--- src/rtl/fde_pipe_regs.sv ---
// Fetch/decode/execute pipeline register bank: PC (F), IF/ID (D) and ID/EX (E)
// registers with stall, flush and redirect handling, plus saturating debug counters.
module fde_pipe_regs #(
    parameter logic [31:0] RESET_PC  = 32'h0000_0000,
    parameter logic [31:0] NOP_INSTR = 32'h0000_0013,
    parameter int          CNT_W     = 16
) (
    input  logic             clk,
    input  logic             reset,
    input  logic             stallF,
    input  logic             stallD,
    input  logic             flushD,
    input  logic             flushE,
    input  logic             PCSrcE,
    input  logic [31:0]      PCTargetE,
    input  logic [31:0]      InstrF,
    input  logic [31:0]      RD1D,
    input  logic [31:0]      RD2D,
    input  logic [31:0]      ImmExtD,
    input  logic [10:0]      CtrlD,
    output logic [31:0]      PCF,
    output logic [31:0]      InstrD,
    output logic [31:0]      PCD,
    output logic [31:0]      PCPlus4D,
    output logic [4:0]       Rs1D,
    output logic [4:0]       Rs2D,
    output logic [4:0]       RdD,
    output logic             ValidD,
    output logic             ValidE,
    output logic [31:0]      RD1E,
    output logic [31:0]      RD2E,
    output logic [31:0]      ImmExtE,
    output logic [31:0]      PCE,
    output logic [31:0]      PCPlus4E,
    output logic [4:0]       Rs1E,
    output logic [4:0]       Rs2E,
    output logic [4:0]       RdE,
    output logic [10:0]      CtrlE,
    output logic [CNT_W-1:0] StallCnt,
    output logic [CNT_W-1:0] FlushCnt
);

    localparam logic [31:0]      PC_STEP = 32'd4;
    localparam logic [CNT_W-1:0] CNT_MAX = {CNT_W{1'b1}};
    localparam logic [CNT_W-1:0] CNT_ONE = {{(CNT_W-1){1'b0}}, 1'b1};

    // Counters stick at all-ones so a long debug run never reads back as small.
    function automatic logic [CNT_W-1:0] sat_inc(input logic [CNT_W-1:0] cnt, input logic hit);
        logic [CNT_W-1:0] res;
        if (hit && (cnt != CNT_MAX)) begin
            res = cnt + CNT_ONE;
        end else begin
            res = cnt;
        end
        return res;
    endfunction

    // F stage state
    logic [31:0]      pcf_r;
    logic [31:0]      pc_next_s;
    logic [31:0]      pc_plus4_f_s;

    // D stage state
    logic [31:0]      instr_d_r,    instr_d_next_s;
    logic [31:0]      pc_d_r,       pc_d_next_s;
    logic [31:0]      pc_plus4_d_r, pc_plus4_d_next_s;
    logic             valid_d_r,    valid_d_next_s;
    logic [4:0]       rs1_d_s, rs2_d_s, rd_d_s;

    // E stage state
    logic [31:0]      rd1_e_r,      rd1_e_next_s;
    logic [31:0]      rd2_e_r,      rd2_e_next_s;
    logic [31:0]      imm_ext_e_r,  imm_ext_e_next_s;
    logic [31:0]      pc_e_r,       pc_e_next_s;
    logic [31:0]      pc_plus4_e_r, pc_plus4_e_next_s;
    logic [4:0]       rs1_e_r,      rs1_e_next_s;
    logic [4:0]       rs2_e_r,      rs2_e_next_s;
    logic [4:0]       rd_e_r,       rd_e_next_s;
    logic [10:0]      ctrl_e_r,     ctrl_e_next_s;
    logic             valid_e_r,    valid_e_next_s;

    // Debug counters
    logic [CNT_W-1:0] stall_cnt_r, stall_cnt_next_s;
    logic [CNT_W-1:0] flush_cnt_r, flush_cnt_next_s;

    assign pc_plus4_f_s = pcf_r + PC_STEP;
    assign rs1_d_s      = instr_d_r[19:15];
    assign rs2_d_s      = instr_d_r[24:20];
    assign rd_d_s       = instr_d_r[11:7];

    // Next fetch PC: a resolved redirect beats stallF so a taken branch is never dropped.
    always_comb begin
        pc_next_s = pcf_r;
        if (PCSrcE) begin
            pc_next_s = PCTargetE;
        end else if (stallF) begin
            pc_next_s = pcf_r;
        end else begin
            pc_next_s = pc_plus4_f_s;
        end
    end

    // IF/ID next state: flush wins over stall.
    always_comb begin
        instr_d_next_s    = instr_d_r;
        pc_d_next_s       = pc_d_r;
        pc_plus4_d_next_s = pc_plus4_d_r;
        valid_d_next_s    = valid_d_r;
        if (flushD) begin
            instr_d_next_s    = NOP_INSTR;
            pc_d_next_s       = 32'h0000_0000;
            pc_plus4_d_next_s = 32'h0000_0000;
            valid_d_next_s    = 1'b0;
        end else if (stallD) begin
            instr_d_next_s    = instr_d_r;
            pc_d_next_s       = pc_d_r;
            pc_plus4_d_next_s = pc_plus4_d_r;
            valid_d_next_s    = valid_d_r;
        end else begin
            instr_d_next_s    = InstrF;
            pc_d_next_s       = pcf_r;
            pc_plus4_d_next_s = pc_plus4_f_s;
            valid_d_next_s    = 1'b1;
        end
    end

    // ID/EX next state: E never holds; a flush zeroes CtrlE so the bubble has no side effects.
    always_comb begin
        rd1_e_next_s      = RD1D;
        rd2_e_next_s      = RD2D;
        imm_ext_e_next_s  = ImmExtD;
        pc_e_next_s       = pc_d_r;
        pc_plus4_e_next_s = pc_plus4_d_r;
        rs1_e_next_s      = rs1_d_s;
        rs2_e_next_s      = rs2_d_s;
        rd_e_next_s       = rd_d_s;
        ctrl_e_next_s     = CtrlD;
        valid_e_next_s    = valid_d_r;
        if (flushE) begin
            rd1_e_next_s      = 32'h0000_0000;
            rd2_e_next_s      = 32'h0000_0000;
            imm_ext_e_next_s  = 32'h0000_0000;
            pc_e_next_s       = 32'h0000_0000;
            pc_plus4_e_next_s = 32'h0000_0000;
            rs1_e_next_s      = 5'd0;
            rs2_e_next_s      = 5'd0;
            rd_e_next_s       = 5'd0;
            ctrl_e_next_s     = 11'd0;
            valid_e_next_s    = 1'b0;
        end else begin
            valid_e_next_s    = valid_d_r;
        end
    end

    // Debug event counters.
    always_comb begin
        stall_cnt_next_s = sat_inc(stall_cnt_r, stallF);
        flush_cnt_next_s = sat_inc(flush_cnt_r, flushD | flushE);
    end

    // Pipeline state registers; reset overrides any stall in progress.
    always_ff @(posedge clk) begin
        if (reset) begin
            pcf_r        <= RESET_PC;
            instr_d_r    <= NOP_INSTR;
            pc_d_r       <= 32'h0000_0000;
            pc_plus4_d_r <= 32'h0000_0000;
            valid_d_r    <= 1'b0;
            rd1_e_r      <= 32'h0000_0000;
            rd2_e_r      <= 32'h0000_0000;
            imm_ext_e_r  <= 32'h0000_0000;
            pc_e_r       <= 32'h0000_0000;
            pc_plus4_e_r <= 32'h0000_0000;
            rs1_e_r      <= 5'd0;
            rs2_e_r      <= 5'd0;
            rd_e_r       <= 5'd0;
            ctrl_e_r     <= 11'd0;
            valid_e_r    <= 1'b0;
            stall_cnt_r  <= {CNT_W{1'b0}};
            flush_cnt_r  <= {CNT_W{1'b0}};
        end else begin
            pcf_r        <= pc_next_s;
            instr_d_r    <= instr_d_next_s;
            pc_d_r       <= pc_d_next_s;
            pc_plus4_d_r <= pc_plus4_d_next_s;
            valid_d_r    <= valid_d_next_s;
            rd1_e_r      <= rd1_e_next_s;
            rd2_e_r      <= rd2_e_next_s;
            imm_ext_e_r  <= imm_ext_e_next_s;
            pc_e_r       <= pc_e_next_s;
            pc_plus4_e_r <= pc_plus4_e_next_s;
            rs1_e_r      <= rs1_e_next_s;
            rs2_e_r      <= rs2_e_next_s;
            rd_e_r       <= rd_e_next_s;
            ctrl_e_r     <= ctrl_e_next_s;
            valid_e_r    <= valid_e_next_s;
            stall_cnt_r  <= stall_cnt_next_s;
            flush_cnt_r  <= flush_cnt_next_s;
        end
    end

    assign PCF      = pcf_r;
    assign InstrD   = instr_d_r;
    assign PCD      = pc_d_r;
    assign PCPlus4D = pc_plus4_d_r;
    assign Rs1D     = rs1_d_s;
    assign Rs2D     = rs2_d_s;
    assign RdD      = rd_d_s;
    assign ValidD   = valid_d_r;
    assign ValidE   = valid_e_r;
    assign RD1E     = rd1_e_r;
    assign RD2E     = rd2_e_r;
    assign ImmExtE  = imm_ext_e_r;
    assign PCE      = pc_e_r;
    assign PCPlus4E = pc_plus4_e_r;
    assign Rs1E     = rs1_e_r;
    assign Rs2E     = rs2_e_r;
    assign RdE      = rd_e_r;
    assign CtrlE    = ctrl_e_r;
    assign StallCnt = stall_cnt_r;
    assign FlushCnt = flush_cnt_r;

endmodule
--- config.mk ---
export PLATFORM = sky130hd
export DESIGN_NAME = fde_pipe_regs
export DESIGN_NICKNAME = d
export VERILOG_FILES = /design/src/rtl/fde_pipe_regs.sv
export SDC_FILE = /design/constraint.sdc
export NUM_CORES = 1
export LEC_CHECK = 0
export ABC_AREA = 1
export BUFFER_PORTS_ARGS = -buffer_cell sky130_fd_sc_hd__buf_2
export CAP_MARGIN = 10
export CORE_MARGIN = 2
export CORE_UTILIZATION = 30
export DETAILED_ROUTE_END_ITERATION = 10
export GPL_ROUTABILITY_DRIVEN = 0
export GPL_TIMING_DRIVEN = 0
export PLACE_DENSITY = 0.55
export RECOVER_POWER = 100
export SLEW_MARGIN = 25
export SYNTH_ARGS = -nofsm -noshare
export SYNTH_HDL_FRONTEND = slang
export SYNTH_SLANG_ARGS = --single-unit
--- constraint.sdc ---
create_clock -name clk -period 2.5 [get_ports clk]
set_clock_uncertainty 0.2 [all_clocks]
set_input_delay 0.25 -clock clk [delete_from_list [all_inputs] [get_ports clk]]
set_output_delay 0.25 -clock clk [all_outputs]
set_load 0.05 [all_outputs]
* After elaboration in Yosys (flattened, before gate mapping)
Index checks and enable logic that the tools add are counted.
** Word-level totals
- Flip-flop bits (word level) :: 348
- Word-level logic and storage cells :: 30
** Cells by class
- Add/subtract/negate cells :: 3
- Eq/ne operators :: 3
- Muxes and demuxes :: 2
- Bitwise operators :: 1
- Reduce and logical (&&, ||, !) cells :: 4
** Operator list (count)
- 32-bit two-way mux :: 2
- 16-bit by 1-bit adder with 16-bit output (second input constant) :: 2
- 32-bit by 3-bit adder with 32-bit output (second input constant) :: 1
- 16-bit inequality test (second input constant) :: 2
- 2-bit OR reduction :: 2
- 1-bit logical AND :: 2
- 2-bit by 1-bit inequality test with 1-bit output (second input constant) :: 1
- 1-bit OR :: 1

* Logic depth before layout (Yosys ltp)
- Depth after elaboration :: 3
- Depth in mapped cells :: 10
- Depth with buffers taken out :: 10

* Worst setup path after synthesis
No wires, ideal clock.
- Path type :: reg-to-reg
- Start point :: register flush_cnt_r[1] (netlist: FlushCnt[1])
- End point :: register flush_cnt_r[1] (netlist: FlushCnt[1])
- Arrival :: 1852 ps
- Slack :: 332 ps
- Stages on the path, launching flop included :: 10
- Path buffers :: 1
- Period minus slack after synthesis :: 2168 ps
- Path through :: dfxtp_1 > ha_1 > nand3_1 > nor3_2 > nand3_1 > nand2_2 > inv_2 > buf_6 > nor2_1 > nor2_1
** Between the ends
- Cells in the longest elaborated chain, start to end :: 2
** Ends and longest elaborated chain
- start, declared :: line 84 : logic [CNT_W-1:0] flush_cnt_r, flush_cnt_next_s;
- start signal, assigned :: line 180 : flush_cnt_r <= {CNT_W{1'b0}};
- start signal, assigned :: line 198 : flush_cnt_r <= flush_cnt_next_s;
- parallel branches: the longest is 2 deep, another holds 16-bit by 1-bit adder with 16-bit output
Several ways; the timed one is not identified.
A chain may end at the register's enable or synchronous reset.

* Final worst setup path
- Start point :: register flush_cnt_r[0] (netlist: FlushCnt[0])
- End point :: register flush_cnt_r[13] (netlist: FlushCnt[13])
The elaborated chain is that of the path after synthesis.

==> flow_summary.yaml <==
cts:
  cts_resized: 0
  tritoncts: "done"
  clock_network_latency_to_the_later_pin_of_the_worst_skew_pair_ns: 0.56
  clk_transition_reported_paths_ns: 0.06
  clock_sinks: 344
  number_of_levels_in_the_clock_h_tree: 2
  cts_setup_buffers: 0
  clock_path_buffers: 3
  clk_root_buffer_cell: "clkbuf_16"
  number_of_buffers_inserted_during_clock_tree_synthesis: 40
sta:
  grt_setup_unrepaired: "no"
  min_period_ns: 2.27
  tns_ns: 0
  tightestPinTransition_ns: 0.853
  fmaxAchievable_mhz: 441
  max_slew_margin: 0.431
  setup_viol: 0
  setup_slack_ns: 0.232
  period_share: 0.907
  fin_hold_ws_ns: 0.0375
  slew_viol_final: 0
  final_hold_viol_count: 0
min_path:
  hp-class: "in -> reg"
die:
  die_x_um: 209
  ios: 541
  fp.dieArea_sq_mm: 0.0435
  starting_utilization_of_the_core_area: 0.306
  core_sq_mm: 0.0411
  die_height_um: 209
  rows: 74
finish:
  final_cell_mix: "431 x clkbuf_1, 344 x dfxtp_1, 282 x inv_1"
  utilization: 0.452
  layout_commonest_cell: "clkbuf_1"
  final_cells: 2942
  layout-drive-gt1-share: 0.115
  syn2layout_area_growth_pct: 47.8
  design_area_sq_mm: 0.0186
  number_of_nets_in_the_layout: 2561
power_and_ir_drop:
  total_leakage_power_nw: 8.03
  power_per_cell_area_mw_per_mm2: 743
  post_route_total_power_mw: 13.8
  power.ir.vdd_worst_mv: 0.507
drt:
  detailroute.via_count: 13000
  detailedRoute.firstIterationViolations: 753
  post_drt_via_cell_ratio: 4.42
  drc_errors: 0
  first_pass_iters: 5
  drt-total-wl_mm: 52.3
  antenna_left: 0
  routed_wire_length_per_instance_um: 17.8
synthesis:
  netlist_top_cells_area: "dfxtp_1 55%, inv_1 8.4%, nand2_1 8.2%"
  syn-mean-instance-area_sq_um: 7.75
  synth.lib_cells_used.distinct: 33
  mappedNetlistNets: 1802
  synth_sequential_area_ratio: 0.548
  synth_seq_cells: 344
  ys_warn_count: 0
  number_of_cells_produced_by_synthesis: 1621
  mappedNetlistArea_sq_mm: 0.0126
  yosys_top_cell_area_share: 0.548
  synthDominantAreaCellType: "dfxtp_1"
worst_setup_path:
  crit_path_max_fanout: 10
  critPathLaunchType: "register"
  critical-path-slowest-cell: "dfxtp_1"
  cp_required_ns: 2.77
  critical_path.cell_chain: "ha_1 > nand3_1 > nor3_2 > nand3_1 > nand2_1 > clkbuf_2 > nand2_1 > a21oi_1"
  timing.critical_path.buf_inv: 1
  crit_path_end_kind: "register"
  timing.critical_path.arrival_ns: 2.54
  path_class: "reg -> reg"
  cp_top_family: "simple AND/OR/NAND/NOR gates"
  critical_path.max_stage_delay_ns: 0.42
global_routing:
  grt_busiest_layer: "met2"
  globalRouteMet3Util: 0.0616
  grt.total_usage: 0.232
  grt_start_max_net_pins: 14
  global_route_wire_length_before_repair_mm: 76.9
  initial_antenna_violation_count: 1
  grt_use_met2: 0.385
  grt_util_met1: 0.285
  grt_overflow: 0
  grt_pass1_vias: 12800
placed_design:
  placement.setup.worst_slack_ns: -0.0259
  placedCellCount: 2691
  port-buffer-count: 538
  placed_cell_area_sq_mm: 0.0159
  place_hpwl_mm: 39.0
job:
  max-cap-violations: 0
outcome:
  run_status: "finished, final reports clean"
-- worst paths after layout --
check	cells past startpoint	to	from	slack (ns)
setup / recovery	8	FlushCnt[13]$_SDFFE_PP0P_	FlushCnt[0]$_SDFFE_PP0P_	0.23
hold / removal	3	InstrD[7]$_SDFFE_PP0N_	stallD	0.04
setup reg to reg	8	FlushCnt[13]$_SDFFE_PP0P_	FlushCnt[0]$_SDFFE_PP0P_	0.23
hold reg to reg	2	PCPlus4E[2]$_SDFF_PP0_	PCPlus4D[2]$_SDFFE_PP0N_	0.25
-- layer usage --
layer  up-vias  part of all wire  routed length (um)
met5         -                 0                   0
met2       472              0.46               24300
met1      6008              0.43               22500
met4         0             0.037                1950
met3       103             0.067                3520
li1       6435                 -                   -
-- cells by family after synthesis --
kind of cell / synth area share
fa+ha+maj: 0.00299
compound gates: 0.105
xor+xnor: 0.0209
simple gates: 0.200
flops: 0.548
buf+inv: 0.123
-- final cells by class --
class / instances / area [sq um]
Fill cell: 4316 / 22500
Sequential cell: 344 / 6890
Multi-Input combinational cell: 901 / 4080
Timing Repair Buffer: 718 / 4040
Clock buffer: 56 / 1170
Inverter: 285 / 1070
Tap cell: 532 / 666
Buffer: 90 / 440
Clock inverter: 14 / 206
Antenna cell: 2 / 5.00
-- repair_timing --
item,in CTS,in global routing
endpoints found under the hold margin,178,0
setup endpoints to repair,0,1
hold buffers,180,0
-- synth_stat cells --
| cell type | n |
|---|---|
| dfxtp_1 | 344 |
| inv_1 | 281 |
| nand2_1 | 276 |
| nor2_1 | 255 |
| a21oi_1 | 139 |
| o21ai_0 | 92 |
| clkbuf_1 | 41 |
| nand3_1 | 35 |
| xor2_1 | 23 |
| buf_4 | 22 |
| buf_2 | 18 |
| nand4_1 | 12 |
| nor3_1 | 9 |
| a22o_1 | 8 |
| nor2_2 | 8 |
| a31oi_1 | 7 |
| buf_1 | 7 |
| xnor2_1 | 7 |
| nor2_4 | 6 |
| nand2_2 | 5 |
| o21ai_1 | 5 |
| and2_1 | 3 |
| buf_6 | 3 |
| ha_1 | 3 |
| inv_2 | 3 |
| nor3_2 | 2 |
| a211oi_1 | 1 |
| clkinv_1 | 1 |
| nor3_4 | 1 |
| nor3b_2 | 1 |
| nor4_1 | 1 |
| o21ai_4 | 1 |
| or2_2 | 1 |
-- where the power goes --
group          switching, mW  internal (mW)  total, mW  leakage [nW]
clock                   2.36           3.79       6.14         0.685
combinational           1.32          0.524       1.84          4.54
sequential             0.135           5.67       5.80          2.81
-- worst min-delay path, cell delays in order --
cell	delay (ns)
clkbuf_1	0.21
o21ai_0	0.23
a21oi_1	0.05
-- state kept, by name (all words and copies together) (netlist names) --
register / count
CtrlE: 11
FlushCnt: 16
ImmExtE: 32
InstrD: 32
PCD: 32
PCE: 32
PCF: 32
PCPlus4D: 30
PCPlus4E: 30
RD1E: 32
RD2E: 32
RdE: 5
Rs1E: 5
Rs2E: 5
StallCnt: 16
ValidD: 1
ValidE: 1
Note: power is estimated with default switching activity, not from simulation.
